[src/rtl/rgmii_pkg.sv]
// Shared definitions for the RGMII transmit speed adapter.
//   SPEED_10/100/1000 : speed encodings used on the speed / speed_active ports
//   tx_state_e        : nibble slot state for 10/100 (LOW nibble, then HIGH nibble)
//   norm_speed()      : folds the reserved code 11 onto 1000M
//   div_sel()         : TXC period in gmii_tx_clk cycles for a speed (1 for 1000M)
package rgmii_pkg;

    localparam logic [1:0] SPEED_10   = 2'b00;
    localparam logic [1:0] SPEED_100  = 2'b01;
    localparam logic [1:0] SPEED_1000 = 2'b10;

    typedef enum logic {
        ST_LOW  = 1'b0,
        ST_HIGH = 1'b1
    } tx_state_e;

    function automatic logic [1:0] norm_speed(input logic [1:0] spd);
        return (spd == 2'b11) ? SPEED_1000 : spd;
    endfunction

    function automatic logic [31:0] div_sel(input logic [1:0]  spd,
                                            input logic [31:0] d10,
                                            input logic [31:0] d100);
        case (spd)
            SPEED_10:  return d10;
            SPEED_100: return d100;
            default:   return 32'd1;
        endcase
    endfunction

endpackage

[src/rtl/rgmii_txc_phase.sv]
// TXC phase generator for 10/100 Mb/s.
//   gmii_tx_clk, gmii_tx_rst_n : clock, async active-low reset
//   i_speed     : speed applied this cycle (selects the current TXC period)
//   i_speed_nx  : speed applied next cycle (for the look-ahead last flag)
//   i_restart   : force ph to 0 on this edge (speed (re)latched)
//   o_txc_d0/d1 : TXC bits for the rising/falling half of this cycle
//   o_last      : ph is at DIV-1 this cycle
//   o_last_nx   : ph will be at DIV-1 next cycle
module rgmii_txc_phase
    import rgmii_pkg::*;
#(
    parameter int unsigned DIV_100 = 5,
    parameter int unsigned DIV_10  = 50
) (
    input  logic       gmii_tx_clk,
    input  logic       gmii_tx_rst_n,
    input  logic [1:0] i_speed,
    input  logic [1:0] i_speed_nx,
    input  logic       i_restart,
    output logic       o_txc_d0,
    output logic       o_txc_d1,
    output logic       o_last,
    output logic       o_last_nx
);

    localparam int unsigned PW = $clog2(DIV_10);

    logic [PW-1:0] r_ph;
    logic [31:0]   w_ph;
    logic [31:0]   w_ph_nx;
    logic [31:0]   w_div;
    logic [31:0]   w_div_nx;

    always_comb begin
        w_div     = div_sel(i_speed, DIV_10, DIV_100);
        w_div_nx  = div_sel(i_speed_nx, DIV_10, DIV_100);
        w_ph      = 32'(r_ph);
        o_last    = (w_ph == w_div - 32'd1);
        // At 1000M the period is 1, so ph simply stays at 0.
        w_ph_nx   = (i_restart || o_last) ? 32'd0 : w_ph + 32'd1;
        o_last_nx = (w_ph_nx == w_div_nx - 32'd1);
        // Half-cycle resolution: an odd DIV puts the edge mid-cycle.
        o_txc_d0  = (32'd2 * w_ph) < w_div;
        o_txc_d1  = (32'd2 * w_ph + 32'd1) < w_div;
    end

    always_ff @(posedge gmii_tx_clk or negedge gmii_tx_rst_n) begin
        if (!gmii_tx_rst_n) r_ph <= '0;
        else                r_ph <= w_ph_nx[PW-1:0];
    end

endmodule

[src/rtl/rgmii_tx_speed_adapter.sv]
// GMII -> RGMII transmit adapter feeding ODDRX1F primitives, 10/100/1000 Mb/s.
//   gmii_tx_clk, gmii_tx_rst_n   : 125 MHz clock, async active-low reset
//   speed                        : 00=10M 01=100M 10/11=1000M (latched at gaps)
//   gmii_tx_data/en/er           : byte, frame-active, error; taken when ready=1
//   gmii_tx_ready                : inputs are sampled on the edge where this is high
//   txd_d0/d1, ctl_d0/d1         : rising/falling-half data nibble and TX_CTL
//   txc_d0/d1                    : rising/falling-half TXC pattern
//   speed_active                 : speed currently applied
// A sampled byte reaches the DDR outputs one cycle after its sample edge.
module rgmii_tx_speed_adapter
    import rgmii_pkg::*;
#(
    parameter int unsigned DIV_100 = 5,
    parameter int unsigned DIV_10  = 50
) (
    input  logic       gmii_tx_clk,
    input  logic       gmii_tx_rst_n,
    input  logic [1:0] speed,
    input  logic [7:0] gmii_tx_data,
    input  logic       gmii_tx_en,
    input  logic       gmii_tx_er,
    output logic       gmii_tx_ready,
    output logic [3:0] txd_d0,
    output logic [3:0] txd_d1,
    output logic       ctl_d0,
    output logic       ctl_d1,
    output logic       txc_d0,
    output logic       txc_d1,
    output logic [1:0] speed_active
);

    tx_state_e  r_state, w_state_nx;
    logic [1:0] r_speed, w_speed_nx;
    logic       r_first, r_ready, w_ready_nx;
    logic       w_sample, w_spd_upd;
    logic [7:0] r_data;
    logic       r_en, r_er;
    logic       w_txc0, w_txc1, w_last, w_last_nx;
    logic [3:0] w_nib, w_txd0, w_txd1, r_txd0, r_txd1;
    logic       w_ctl0, w_ctl1, w_tc0, w_tc1;
    logic       r_ctl0, r_ctl1, r_tc0, r_tc1;

    rgmii_txc_phase #(
        .DIV_100 (DIV_100),
        .DIV_10  (DIV_10)
    ) u_phase (
        .gmii_tx_clk   (gmii_tx_clk),
        .gmii_tx_rst_n (gmii_tx_rst_n),
        .i_speed       (r_speed),
        .i_speed_nx    (w_speed_nx),
        .i_restart     (w_spd_upd),
        .o_txc_d0      (w_txc0),
        .o_txc_d1      (w_txc1),
        .o_last        (w_last),
        .o_last_nx     (w_last_nx)
    );

    // Next state: speed change only between frames (en=0), except the very
    // first sample after reset, which always takes the requested speed.
    always_comb begin
        w_sample   = r_ready;
        w_spd_upd  = w_sample && (r_first || !gmii_tx_en);
        w_speed_nx = w_spd_upd ? norm_speed(speed) : r_speed;
        w_state_nx = r_state;
        if (w_speed_nx == SPEED_1000 || w_sample)
            w_state_nx = ST_LOW;
        else if (w_last)
            w_state_nx = (r_state == ST_LOW) ? ST_HIGH : ST_LOW;
        // ready is registered, so it is predicted from next-cycle state.
        w_ready_nx = (w_speed_nx == SPEED_1000) ||
                     ((w_state_nx == ST_HIGH) && w_last_nx);
    end

    // DDR pair for the byte held in r_data (already zeroed when en=0).
    always_comb begin
        w_nib = (r_state == ST_HIGH) ? r_data[7:4] : r_data[3:0];
        if (r_speed == SPEED_1000) begin
            w_txd0 = r_data[3:0];
            w_txd1 = r_data[7:4];
            w_tc0  = 1'b1;
            w_tc1  = 1'b0;
        end else begin
            w_txd0 = w_nib;
            w_txd1 = w_nib;
            w_tc0  = w_txc0;
            w_tc1  = w_txc1;
        end
        // TX_CTL carries en while TXC is high and en^er while TXC is low.
        w_ctl0 = w_tc0 ? r_en : (r_en ^ r_er);
        w_ctl1 = w_tc1 ? r_en : (r_en ^ r_er);
    end

    always_ff @(posedge gmii_tx_clk or negedge gmii_tx_rst_n) begin
        if (!gmii_tx_rst_n) r_state <= ST_LOW;
        else                r_state <= w_state_nx;
    end

    always_ff @(posedge gmii_tx_clk or negedge gmii_tx_rst_n) begin
        if (!gmii_tx_rst_n) begin
            r_speed <= SPEED_1000;
            r_first <= 1'b1;
            r_ready <= 1'b0;
            r_data  <= '0;
            r_en    <= 1'b0;
            r_er    <= 1'b0;
            r_txd0  <= '0;
            r_txd1  <= '0;
            r_ctl0  <= 1'b0;
            r_ctl1  <= 1'b0;
            r_tc0   <= 1'b0;
            r_tc1   <= 1'b0;
        end else begin
            r_speed <= w_speed_nx;
            r_ready <= w_ready_nx;
            r_txd0  <= w_txd0;
            r_txd1  <= w_txd1;
            r_ctl0  <= w_ctl0;
            r_ctl1  <= w_ctl1;
            r_tc0   <= w_tc0;
            r_tc1   <= w_tc1;
            if (w_sample) begin
                r_first <= 1'b0;
                r_data  <= gmii_tx_en ? gmii_tx_data : 8'h00;
                r_en    <= gmii_tx_en;
                r_er    <= gmii_tx_er;
            end
        end
    end

    assign gmii_tx_ready = r_ready;
    assign txd_d0        = r_txd0;
    assign txd_d1        = r_txd1;
    assign ctl_d0        = r_ctl0;
    assign ctl_d1        = r_ctl1;
    assign txc_d0        = r_tc0;
    assign txc_d1        = r_tc1;
    assign speed_active  = r_speed;

endmodule

[config.mk]
export PLATFORM = sky130hd
export DESIGN_NAME = rgmii_tx_speed_adapter
export DESIGN_NICKNAME = d
export VERILOG_FILES = /design/src/rtl/rgmii_pkg.sv /design/src/rtl/rgmii_txc_phase.sv /design/src/rtl/rgmii_tx_speed_adapter.sv
export SDC_FILE = /design/constraint.sdc
export NUM_CORES = 1
export LEC_CHECK = 0
export ABC_AREA = 1
export BUFFER_PORTS_ARGS = -buffer_cell sky130_fd_sc_hd__buf_4
export CAP_MARGIN = 20
export CORE_MARGIN = 3
export CORE_UTILIZATION = 45
export CTS_BUF_LIST = sky130_fd_sc_hd__clkbuf_8
export DETAILED_ROUTE_END_ITERATION = 16
export PLACE_DENSITY = 0.7
export SYNTH_ARGS = -nofsm -noshare
export SYNTH_HDL_FRONTEND = slang
export SYNTH_SLANG_ARGS = --single-unit
[constraint.sdc]
create_clock -name gmii_tx_clk -period 2.55 [get_ports gmii_tx_clk]
set_input_delay 0.51 -clock gmii_tx_clk [delete_from_list [all_inputs] [get_ports gmii_tx_clk]]
set_output_delay 0.51 -clock gmii_tx_clk [all_outputs]
set_load 0.02 [all_outputs]
==> impl_metrics.env <==
export IMPL_combinationalPowerShare_pct=51.5
export IMPL_antenna_fix_cells=0
export IMPL_die_width_um=67.74
export IMPL_leading_register_cell_type_out_of_synthesis="dfrtp_1"
export IMPL_numClockSinks=33
export IMPL_power_switching_mw=1.165
export IMPL_syn_cell_area_um2=1715
export IMPL_cap_viol_max_count=0
export IMPL_finClkSkew_ns=0.004293
export IMPL_post_route_worst_setup_slack_ns=0.5033
export IMPL_synth_commonest_cells="nand2_1 (43), dfrtp_1 (31), inv_1 (29)"
export IMPL_finalCritPeriodShare_pct=80.26
export IMPL_maxSlewViolCount=0
export IMPL_path_clk_slew_ns=0.07
export IMPL_grt_first_pass_wirelength_um=5685
export IMPL_pin_count_of_the_biggest_net_entering_global_routing=34
export IMPL_coreArea_um2=3495
export IMPL_setup_viol=0
export IMPL_globalRouteTotalUtil_pct=16.93
export IMPL_total_of_buffers_placed_on_input_and_output_ports=28
export IMPL_power_density_nw_per_um2=1259
export IMPL_grt_pass1_vias=1209
export IMPL_globalplace_congestion=0.8668
export IMPL_synth_seq_area_share_pct=48.29
export IMPL_row_count=21
export IMPL_synth_top_family_by_area="simple AND/OR/NAND/NOR gates"
export IMPL_avgSynthCellArea_um2=8.368
export IMPL_rsz0062_at_grt="no"
export IMPL_yosysUniqueCellTypes=26
export IMPL_post_synth_xor_area_fraction_pct=0.5106
export IMPL_number_of_iterations_in_the_first_detailed_routing_pass=4
export IMPL_internal_power_mw=1.413
export IMPL_min_delay_path_class="primary input to async pin"
export IMPL_cp_data_arrival_time_ns=2.26
export IMPL_ys_async_sr_fraction_pct=100.0
export IMPL_number_of_nets_in_the_final_layout=255
export IMPL_place_ws_ns=0.5157
export IMPL_leakagePower_nw=1.050
export IMPL_power_total_mw=2.578
export IMPL_critical_path_startpoint_type="register"
export IMPL_die_area_um2=4589
export IMPL_tritoncts_num_buffers=5
export IMPL_antenna_left=0
export IMPL_gr_total_overflow=0
export IMPL_post_synth_top_area_fraction_pct=45.22
export IMPL_synth_compound_gate_area_share_pct=11.16
export IMPL_finish_cell_count_without_fillers=282
export IMPL_post_layout_utilization_of_the_core_pct=58.58
export IMPL_path_class="register to register"
export IMPL_largest_vdd_supply_drop_mv=0.6283
export IMPL_ctsHoldBuffers=0
export IMPL_height_of_the_chip_um=67.74
export IMPL_max_clk_rate_mhz=488.6
export IMPL_max_slew_margin_pct=71.28
export IMPL_yosys_cell_count_top_type="nand2_1"
export IMPL_detailedPlacementHpwl_um=2595
export IMPL_worst_margin_pin_slew_ns=0.4254
export IMPL_drcViolationCount=0
export IMPL_post_dp_cell_area_um2=1961
export IMPL_design_portCount=29
export IMPL_routed_wl_um=3486
export IMPL_fraction_of_synthesized_area_in_multiplexers_pct=0
export IMPL_timing_final_crit_period_ns=2.047
export IMPL_synth_fa_ha_area_share_pct=4.376
export IMPL_ratio_of_cells_with_drive_above_1_in_the_final_layout_pct=24.58
export IMPL_finalHoldViolCount=0
export IMPL_ys_seq_elements=33
export IMPL_post_synth_top_area_cell="dfrtp_1"
export IMPL_synth_warning_count=0
export IMPL_ctsHtreeMaxLevel=2
export IMPL_clockPowerShare_pct=14.6
export IMPL_synth_edf_count=0
export IMPL_postCtsResizedCells=0
export IMPL_worst_r2r_path_depth=13
export IMPL_reg2reg_from="speed_active[0]$_DFF_PN0_"
export IMPL_dr_total_vias=1392
export IMPL_cts_repair_timing_setup_buffer_count=0
export IMPL_cp_startpoint="speed_active[0]$_DFF_PN0_"
export IMPL_post_synth_inst_count=205
export IMPL_routed_via_density=4.936
export IMPL_detailedRoute_firstIterationViolations=100
export IMPL_synth_area_leaders="dfrtp_1 (45%), nand2_1 (9.4%), o21ai_0 (6.4%)"
export IMPL_numPlacedInstances=274
export IMPL_synth_simple_area_share_pct=27.13
export IMPL_final_cell_area_um2=2047
export IMPL_clock_tree_from_tritoncts="done"
export IMPL_clock_tree_root_cell="clkbuf_8"
export IMPL_crit_required_ns=2.76
export IMPL_routedWlPerCell_um=12.36
export IMPL_start_util_pct=49.09
export IMPL_synthesized_net_count=225
export IMPL_syn2layout_area_growth_pct=19.33
export IMPL_grt_antenna_before_repair=0
export IMPL_crit_path_end_kind="register"
export IMPL_run_status="complete, no violations"
export IMPL_crit_path_max_fanout=8
export IMPL_clock_latency_reported_for_the_late_side_of_the_worst_skew_pair_ns=0.28
export IMPL_netSwitchingFraction_pct=45.21
export IMPL_tns_ns=0
export IMPL_finalHoldWorstSlack_ns=0.1531
export IMPL_clock_tree_buffer_depth=2
export IMPL_flop_pwr_share_pct=33.9
## worst paths after layout
kind | end | slack [ns]
min in group gmii_tx_clk | r_er$_DFFE_PN0P_ | 0.43
worst min register to register | r_first$_DFFE_PN1P_ | 0.47
worst max-delay path | gmii_tx_ready$_DFF_PN0_ | 0.50
max in group asynchronous | r_first$_DFFE_PN1P_ | 2.07
worst max register to register | gmii_tx_ready$_DFF_PN0_ | 0.50
worst min-delay path | u_phase.r_ph[0]$_DFF_PN0_ | 0.15
## layer usage
| layer | global-route usage (%) | vias to the layer above | share of wire, % |
|---|---|---|---|
| li1 | - | 716 | - |
| met5 | 0 | - | 0 |
| met4 | 6.076 | 0 | 0.57 |
| met1 | 23.63 | 643 | 46 |
| met3 | 3.993 | 2 | 5.7 |
| met2 | 25.52 | 31 | 47 |
## cell families after synthesis
logic type / count (synthesis)
AND/OR/NAND/NOR: 96
XOR/XNOR: 1
buffers and inverters: 37
flip-flops: 33
AO/OA/AOI/OAI: 32
adder cells (fa/ha/maj): 6
## power groups by stage
stage / clock (mW) / combinational [mW] / sequential, mW
after global placement: 0 / 1.31 / 0.870
after detailed placement: 0 / 1.33 / 0.879
final: 0.377 / 1.33 / 0.874
after global routing: 0.407 / 1.50 / 0.898
after floorplan: 0 / 0.884 / 0.951
after CTS: 0.384 / 1.34 / 0.870
## state kept, by name, summed over array words and instances (netlist names)
| signal | cells |
|---|---|
| r_data | 8 |
| gmii_tx_ready | 1 |
| r_state | 1 |
| txc_d0 | 1 |
| r_en | 1 |
| txc_d1 | 1 |
| r_first | 1 |
| ctl_d0 | 1 |
| txd_d0 | 4 |
| r_er | 1 |
| txd_d1 | 4 |
| u_phase.r_ph | 6 |
| ctl_d1 | 1 |
| speed_active | 2 |
## cells in the final DEF, fill, tap and decap left out, types with 4 or more instances in the layout
| cell type | synthesis | layout |
|---|---|---|
| buf_4 | 2 | 29 |
| clkbuf_8 | 0 | 5 |
| dfrtp_1 | 31 | 31 |
| ha_1 | 6 | 6 |
| inv_1 | 29 | 29 |
| nand2_1 | 43 | 43 |
| nand2_2 | 4 | 4 |
| nand3_1 | 21 | 21 |
| nor2_1 | 13 | 13 |
| nor2_2 | 5 | 5 |
| o211ai_1 | 4 | 4 |
| o21ai_0 | 22 | 22 |
## critical path: stages (launching register included)
cell and delay [ns]:
dfrtp_1 0.46, nor2_2 0.20, inv_2 0.09, ha_1 0.30
nand2_1 0.05, nor2_1 0.16, nand3_4 0.12, o21ai_4 0.21
nor2_2 0.06, nor2_2 0.10, nand2_1 0.06, nand2_1 0.06
nand2_1 0.06, nand2_1 0.06
## cell type report
type                       instances  area [um^2]
fill                             331         1448
clock buffer                       5        68.82
tap                               46        57.56
timing repair buffer              29        217.7
clock inverter                     3        17.52
inverter                          31        116.4
sequential                        33        828.3
multi-input combinational        135        740.7
(Power assumes the default switching activity.)
